**config.mk**
```make
export PLATFORM = sky130hd
export DESIGN_NAME = rtype_seq_ctrl
export DESIGN_NICKNAME = d
export VERILOG_FILES = /design/src/rtl/riscv_rtype_pkg.sv /design/src/rtl/rtype_decoder.sv /design/src/rtl/rtype_seq_ctrl.sv
export SDC_FILE = /design/constraint.sdc
export NUM_CORES = 1
export LEC_CHECK = 0
export BUFFER_PORTS_ARGS = -buffer_cell sky130_fd_sc_hd__buf_2
export CORE_MARGIN = 1.5
export CORE_UTILIZATION = 41
export CTS_CLUSTER_DIAMETER = 200
export DETAILED_ROUTE_END_ITERATION = 12
export HOLD_SLACK_MARGIN = 0.06
export PLACE_DENSITY = 0.81
export SYNTH_ARGS = -nofsm -noshare
export SYNTH_HDL_FRONTEND = slang
export SYNTH_SLANG_ARGS = --single-unit
```
**constraint.sdc**
```tcl
create_clock -name clk -period 1.4 [get_ports clk]
set_input_delay 0.28 -clock clk [delete_from_list [all_inputs] [get_ports clk]]
set_output_delay 0.28 -clock clk [all_outputs]
set_load 0.05 [all_outputs]
```
**src/rtl/riscv_rtype_pkg.sv**
```systemverilog
// Shared definitions for the R-type RISC-V controllers: ALU operation codes,
// opcode/funct7 constants, sequencer state encoding and instruction reset value.
package riscv_rtype_pkg;

   localparam logic [3:0] ALU_ADD  = 4'd0;
   localparam logic [3:0] ALU_SUB  = 4'd1;
   localparam logic [3:0] ALU_SLL  = 4'd2;
   localparam logic [3:0] ALU_SLT  = 4'd3;
   localparam logic [3:0] ALU_SLTU = 4'd4;
   localparam logic [3:0] ALU_XOR  = 4'd5;
   localparam logic [3:0] ALU_SRL  = 4'd6;
   localparam logic [3:0] ALU_SRA  = 4'd7;
   localparam logic [3:0] ALU_OR   = 4'd8;
   localparam logic [3:0] ALU_AND  = 4'd9;

   localparam logic [6:0] OPC_RTYPE   = 7'b0110011;
   localparam logic [6:0] FUNCT7_BASE = 7'b0000000;
   localparam logic [6:0] FUNCT7_ALT  = 7'b0100000;

   // add x0,x0,x0: a harmless legal instruction held in IR out of reset
   localparam logic [31:0] IR_RESET = 32'h0000_0033;

   typedef enum logic [2:0] {
      ST_FETCH  = 3'd0,
      ST_DECODE = 3'd1,
      ST_EXEC   = 3'd2,
      ST_WB     = 3'd3,
      ST_TRAP   = 3'd4
   } state_t;

endpackage

```
**src/rtl/rtype_decoder.sv**
```systemverilog
// Combinational R-type decoder: instruction fields -> ALU op and illegal flag.
// Shared between the multi-cycle sequencer and the single-cycle controller.
module rtype_decoder
   import riscv_rtype_pkg::*;
(
   input  logic [6:0] opcode,
   input  logic [2:0] funct3,
   input  logic [6:0] funct7,
   output logic [3:0] alu_sel,
   output logic       illegal
);

   // Map funct3/funct7 to an ALU op; anything not recognised is illegal
   always_comb begin
      alu_sel = ALU_ADD;
      illegal = 1'b1;
      if (opcode == OPC_RTYPE) begin
         if (funct7 == FUNCT7_BASE) begin
            illegal = 1'b0;
            case (funct3)
               3'b000:  alu_sel = ALU_ADD;
               3'b001:  alu_sel = ALU_SLL;
               3'b010:  alu_sel = ALU_SLT;
               3'b011:  alu_sel = ALU_SLTU;
               3'b100:  alu_sel = ALU_XOR;
               3'b101:  alu_sel = ALU_SRL;
               3'b110:  alu_sel = ALU_OR;
               default: alu_sel = ALU_AND;
            endcase
         end else if (funct7 == FUNCT7_ALT) begin
            case (funct3)
               3'b000: begin
                  alu_sel = ALU_SUB;
                  illegal = 1'b0;
               end
               3'b101: begin
                  alu_sel = ALU_SRA;
                  illegal = 1'b0;
               end
               default: begin
                  alu_sel = ALU_ADD;
                  illegal = 1'b1;
               end
            endcase
         end
      end
   end

endmodule

```
**src/rtl/rtype_seq_ctrl.sv**
```systemverilog
// Multi-cycle R-type sequencer: FETCH -> DECODE -> EXEC -> WB, with an
// IMEM req/ack handshake and a sticky TRAP state for illegal instructions.
// Optional feature macro: RTYPE_PERF_CNT_EN enables the cycle/instret counters;
// without it the counter ports are tied to zero.
module rtype_seq_ctrl
   import riscv_rtype_pkg::*;
#(
   parameter int XLEN  = 32,
   parameter int CNT_W = 32
) (
   input  logic             clk,
   input  logic             rst,
   input  logic             run,
   output logic             imem_req,
   input  logic             imem_ack,
   input  logic [XLEN-1:0]  imem_rdata,
   output logic             pc_we,
   output logic [4:0]       rs1,
   output logic [4:0]       rs2,
   output logic [4:0]       rd,
   output logic [3:0]       alu_sel,
   output logic             reg_wen,
   output logic             trap,
   output logic             busy,
   output logic [CNT_W-1:0] cycle_cnt,
   output logic [CNT_W-1:0] instret_cnt
);

   state_t            state;
   state_t            state_nxt;
   logic              req_q;
   logic              req_nxt;
   logic [XLEN-1:0]   ir;
   logic [3:0]        dec_alu_sel;
   logic              dec_illegal;

   rtype_decoder u_dec (
      .opcode  (ir[6:0]),
      .funct3  (ir[14:12]),
      .funct7  (ir[31:25]),
      .alu_sel (dec_alu_sel),
      .illegal (dec_illegal)
   );

   assign rs1 = ir[19:15];
   assign rs2 = ir[24:20];
   assign rd  = ir[11:7];

   // The request flop only ever holds 1 in FETCH, so it is the Moore request
   assign imem_req = req_q;
   assign busy     = (state != ST_FETCH) || req_q;

   // State and request registers
   always_ff @(posedge clk) begin
      if (!rst) begin
         state <= ST_FETCH;
         req_q <= 1'b0;
      end else begin
         state <= state_nxt;
         req_q <= req_nxt;
      end
   end

   // Next state, next request, and the WB strobes
   always_comb begin
      state_nxt = state;
      req_nxt   = 1'b0;
      pc_we     = 1'b0;
      reg_wen   = 1'b0;
      case (state)
         ST_FETCH: begin
            if (req_q) begin
               // an issued request is held until ack even if run drops
               if (imem_ack) begin
                  state_nxt = ST_DECODE;
               end else begin
                  req_nxt = 1'b1;
               end
            end else begin
               req_nxt = run;
            end
         end
         ST_DECODE: state_nxt = dec_illegal ? ST_TRAP : ST_EXEC;
         ST_EXEC:   state_nxt = ST_WB;
         ST_WB: begin
            pc_we     = 1'b1;
            reg_wen   = (rd != 5'd0);
            req_nxt   = run;
            state_nxt = ST_FETCH;
         end
         ST_TRAP:   state_nxt = ST_TRAP;
         default:   state_nxt = ST_FETCH;
      endcase
   end

   // Instruction register, registered decode result and sticky trap flag
   always_ff @(posedge clk) begin
      if (!rst) begin
         ir      <= XLEN'(IR_RESET);
         alu_sel <= ALU_ADD;
         trap    <= 1'b0;
      end else begin
         if ((state == ST_FETCH) && req_q && imem_ack) begin
            ir <= imem_rdata;
         end
         if (state == ST_DECODE) begin
            alu_sel <= dec_alu_sel;
            if (dec_illegal) begin
               trap <= 1'b1;
            end
         end
      end
   end

`ifdef RTYPE_PERF_CNT_EN
   // Free-running cycle counter and retired-instruction counter, both wrapping
   always_ff @(posedge clk) begin
      if (!rst) begin
         cycle_cnt   <= '0;
         instret_cnt <= '0;
      end else begin
         cycle_cnt <= cycle_cnt + CNT_W'(1);
         if (state == ST_WB) begin
            instret_cnt <= instret_cnt + CNT_W'(1);
         end
      end
   end
`else
   assign cycle_cnt   = '0;
   assign instret_cnt = '0;
`endif

endmodule

```
==> impl_metrics.json <==
{
  "pin_count": 124,
  "p_leak_nw": 1.390,
  "grt_pass1_vias": 1691,
  "swShare_pct": 38.51,
  "final-setup-viol-count": 42,
  "cts_max_path_buffers": 2,
  "cts_num_sinks": 41,
  "synth_edf_count": 0,
  "crit_path_max_fanout": 2,
  "drt_iter0_markers": 73,
  "wire_per_inst_microns": 11.31,
  "cts_buffers": 5,
  "end_kind": "output pin",
  "hold_path.class": "in2reg",
  "synth.distinct_cells": 35,
  "yosysWarnings": 0,
  "synth_top_area_share_pct": 35.38,
  "path_cells": "or4_4 > o21a_4 > buf_6",
  "synth.area.top_cells": "dfxtp_1 35%, buf_4 26%, nand2_1 12%, a21boi_0 6.5%, a21boi_1 2.9%",
  "hold_depth": 3,
  "drive_gt1_share_pct": 48.58,
  "fin_area_sq_um": 3079,
  "violations": "negative setup slack",
  "crit_path_start_kind": "flop",
  "netlist_instances": 289,
  "reg2reg_to": "alu_sel[1]",
  "ys_seq_area_share_pct": 35.38,
  "antenna_found_initial": 0,
  "power.density_nw_per_um2": 1130,
  "hp-start": "imem_rdata[1]",
  "switchingPower_mw": 1.340,
  "syn_area_per_cell_sq_um": 8.027,
  "ir_drop_mv": 0.7041,
  "drv_cap": 0,
  "synth_most_common_cell": "buf_4",
  "cpMaxStageDelayCell": "or4_4",
  "holdBufCountCts": 0,
  "r2r_setup_slack_ns": -0.17,
  "wl_microns": 4794,
  "min_period_ns": 1.767,
  "clock_power_share_pct": 23.9,
  "holdPathEnd": "ir[1]",
  "cts_root_buf": "clkbuf_8",
  "netlist_top_cells_count": "79 x buf_4, 73 x nand2_1, 41 x dfxtp_1, 20 x a21boi_0",
  "rsz0062_at_grt": "yes",
  "path_clk_slew_ns": 0.08,
  "ctsHtreeMaxLevel": 2,
  "cp_slowest_stage_delay_ns": 0.52,
  "core_area_sq_um": 5473,
  "core.rowCount": 27,
  "initial_core_util_pct": 42.39,
  "drtPass1Iterations": 6,
  "dieArea_sq_um": 6118,
  "die_w_microns": 78.22,
  "worstPathRequired_ns": 1.12,
  "ys_ff_latch": 41,
  "p_int_mw": 2.139,
  "gp_congestion": 0.7825,
  "comb_power_share_pct": 38.3,
  "finClkSkew_ns": 0.006411,
  "die_h_microns": 78.22,
  "fin_ws_ns": -0.3670,
  "fin_nets": 387,
  "r2r-start": "ir[28]",
  "diodes": 0,
  "cts_tree": "yes",
  "sequentialPowerShare_pct": 37.9,
  "hold_viol": 0,
  "netlist_area_sq_um": 2320,
  "yosys.area.top_type": "dfxtp_1",
  "dp_cells": 404,
  "synthArstFlopShare_pct": 0,
  "hpwl_microns": 3141,
  "synth_ff_type": "dfxtp_1",
  "vias_per_cell": 4.368,
  "report.final.slew_viol_count": 0,
  "area_growth_syn_to_layout_pct": 32.74,
  "grt.overflow.total": 0,
  "placed_cell_area_sq_um": 2446,
  "grt_use_total_pct": 15.19,
  "reg2reg_depth": 4,
  "grt_pass1_wl_microns": 7465,
  "via_count": 1852,
  "final_cells": 424,
  "layout_worst_path_cycle_share_pct": 126.2,
  "pre_cts_ws_ns": -0.1759,
  "grt_max_degree": 33,
  "numPortBuffers": 59,
  "drc": 0,
  "worstSkewPairLatency_ns": 0.29,
  "finish.utilization_pct": 56.26,
  "max_freq_mhz": 565.9,
  "outcome": "finished, violations left",
  "worstSetupPathType": "reg2out",
  "ant_nets": 0,
  "critPathArrivalTime_ns": 1.49
}
## routing by layer
metal | part of all wire, % | track usage (%) | up-vias
met2 | 54 | 27.30 | 73
met1 | 40 | 18.01 | 849
li1 | - | - | 924
met4 | 0.56 | 4.107 | 0
met5 | 0 | 0 | -
met3 | 5.5 | 3.605 | 6
## worst max-delay path by stage
| stage | from | endpoint | slack, ns | cells after the start |
|---|---|---|---|---|
| 2_1_floorplan | ir[25] | trap | -0.10 | 4 |
| 6_report | ir[8] | reg_wen | -0.37 | 3 |
| 3_5_place_dp | ir[25] | state[2] | -0.18 | 4 |
| 5_1_grt | ir[8] | reg_wen | -0.41 | 3 |
| 3_3_place_gp | ir[25] | state[2] | -0.15 | 4 |
| 4_1_cts | ir[8] | reg_wen | -0.38 | 3 |
## cells in the final DEF (no fill, tap or decap), drive strengths merged, types with 2 or more instances in the layout
cell type and n:
buf 83, conb 64, and2 3, clkbuf 9
nand3 9, nand2 73, nor2b 3, nor4 2
o21ai 8, nor3 2, or4bb 2, a21oi 2
nand2b 4, or4 4, a21boi 29, dfxtp 41
## metrics by stage
step           power (mW)  TNS, ns  hold slack (ns)
3_5_place_dp        2.356  -0.9387           0.4511
3_3_place_gp        2.340  -0.7538           0.4441
6_report            3.479   -4.055           0.2020
4_1_cts             3.328   -3.926           0.1934
2_1_floorplan       2.350   -1.149           0.4042
5_1_grt             3.666   -5.632           0.2149
## power groups by stage
stage | logic (mW) | registers (mW) | clock network [mW]
floorplan | 1.01 | 1.34 | 0
global placement | 1.02 | 1.32 | 0
detailed placement | 1.03 | 1.32 | 0
CTS | 1.17 | 1.30 | 0.864
global route | 1.42 | 1.33 | 0.923
finish | 1.33 | 1.32 | 0.830
## cells by family after synthesis
family	share of synthesized area (%)
AO/OA/AOI/OAI	12.84
buffers and inverters	28.37
flip-flops	35.38
other	0.1617
XOR/XNOR	0.7553
AND/OR/NAND/NOR	22.49
## registers in the layout (all words and copies together) (netlist names)
| register | cells |
|---|---|
| imem_req | 1 |
| alu_sel | 4 |
| state | 3 |
| trap | 1 |
| ir | 32 |
## area by class of cell
cell class / instances / area (sq um)
Fill cell: 525 / 2394
Timing Repair Buffer: 85 / 609.3
Sequential cell: 41 / 838.3
Inverter: 1 / 3.754
Clock buffer: 7 / 96.34
Clock inverter: 1 / 5.005
Multi-Input combinational cell: 217 / 1436
Tap cell: 72 / 90.09
## critical path, delay by kind of cell, from the launching register on
kind	cells	cell delay, ns
flops	1	0.32
compound gates	1	0.21
simple gates	1	0.52
buf+inv	1	0.15
## timing repair
action | 4_1_cts | 5_1_grt
endpoints found under the setup margin | 14 | 43
pin swaps | 14 | 18
resized for setup | 39 | 78
endpoints found under the hold margin | 0 | 0
cloned | 2 | 1
buffers inserted | 4 | 5
Note: power is estimated with default switching activity, not from simulation.
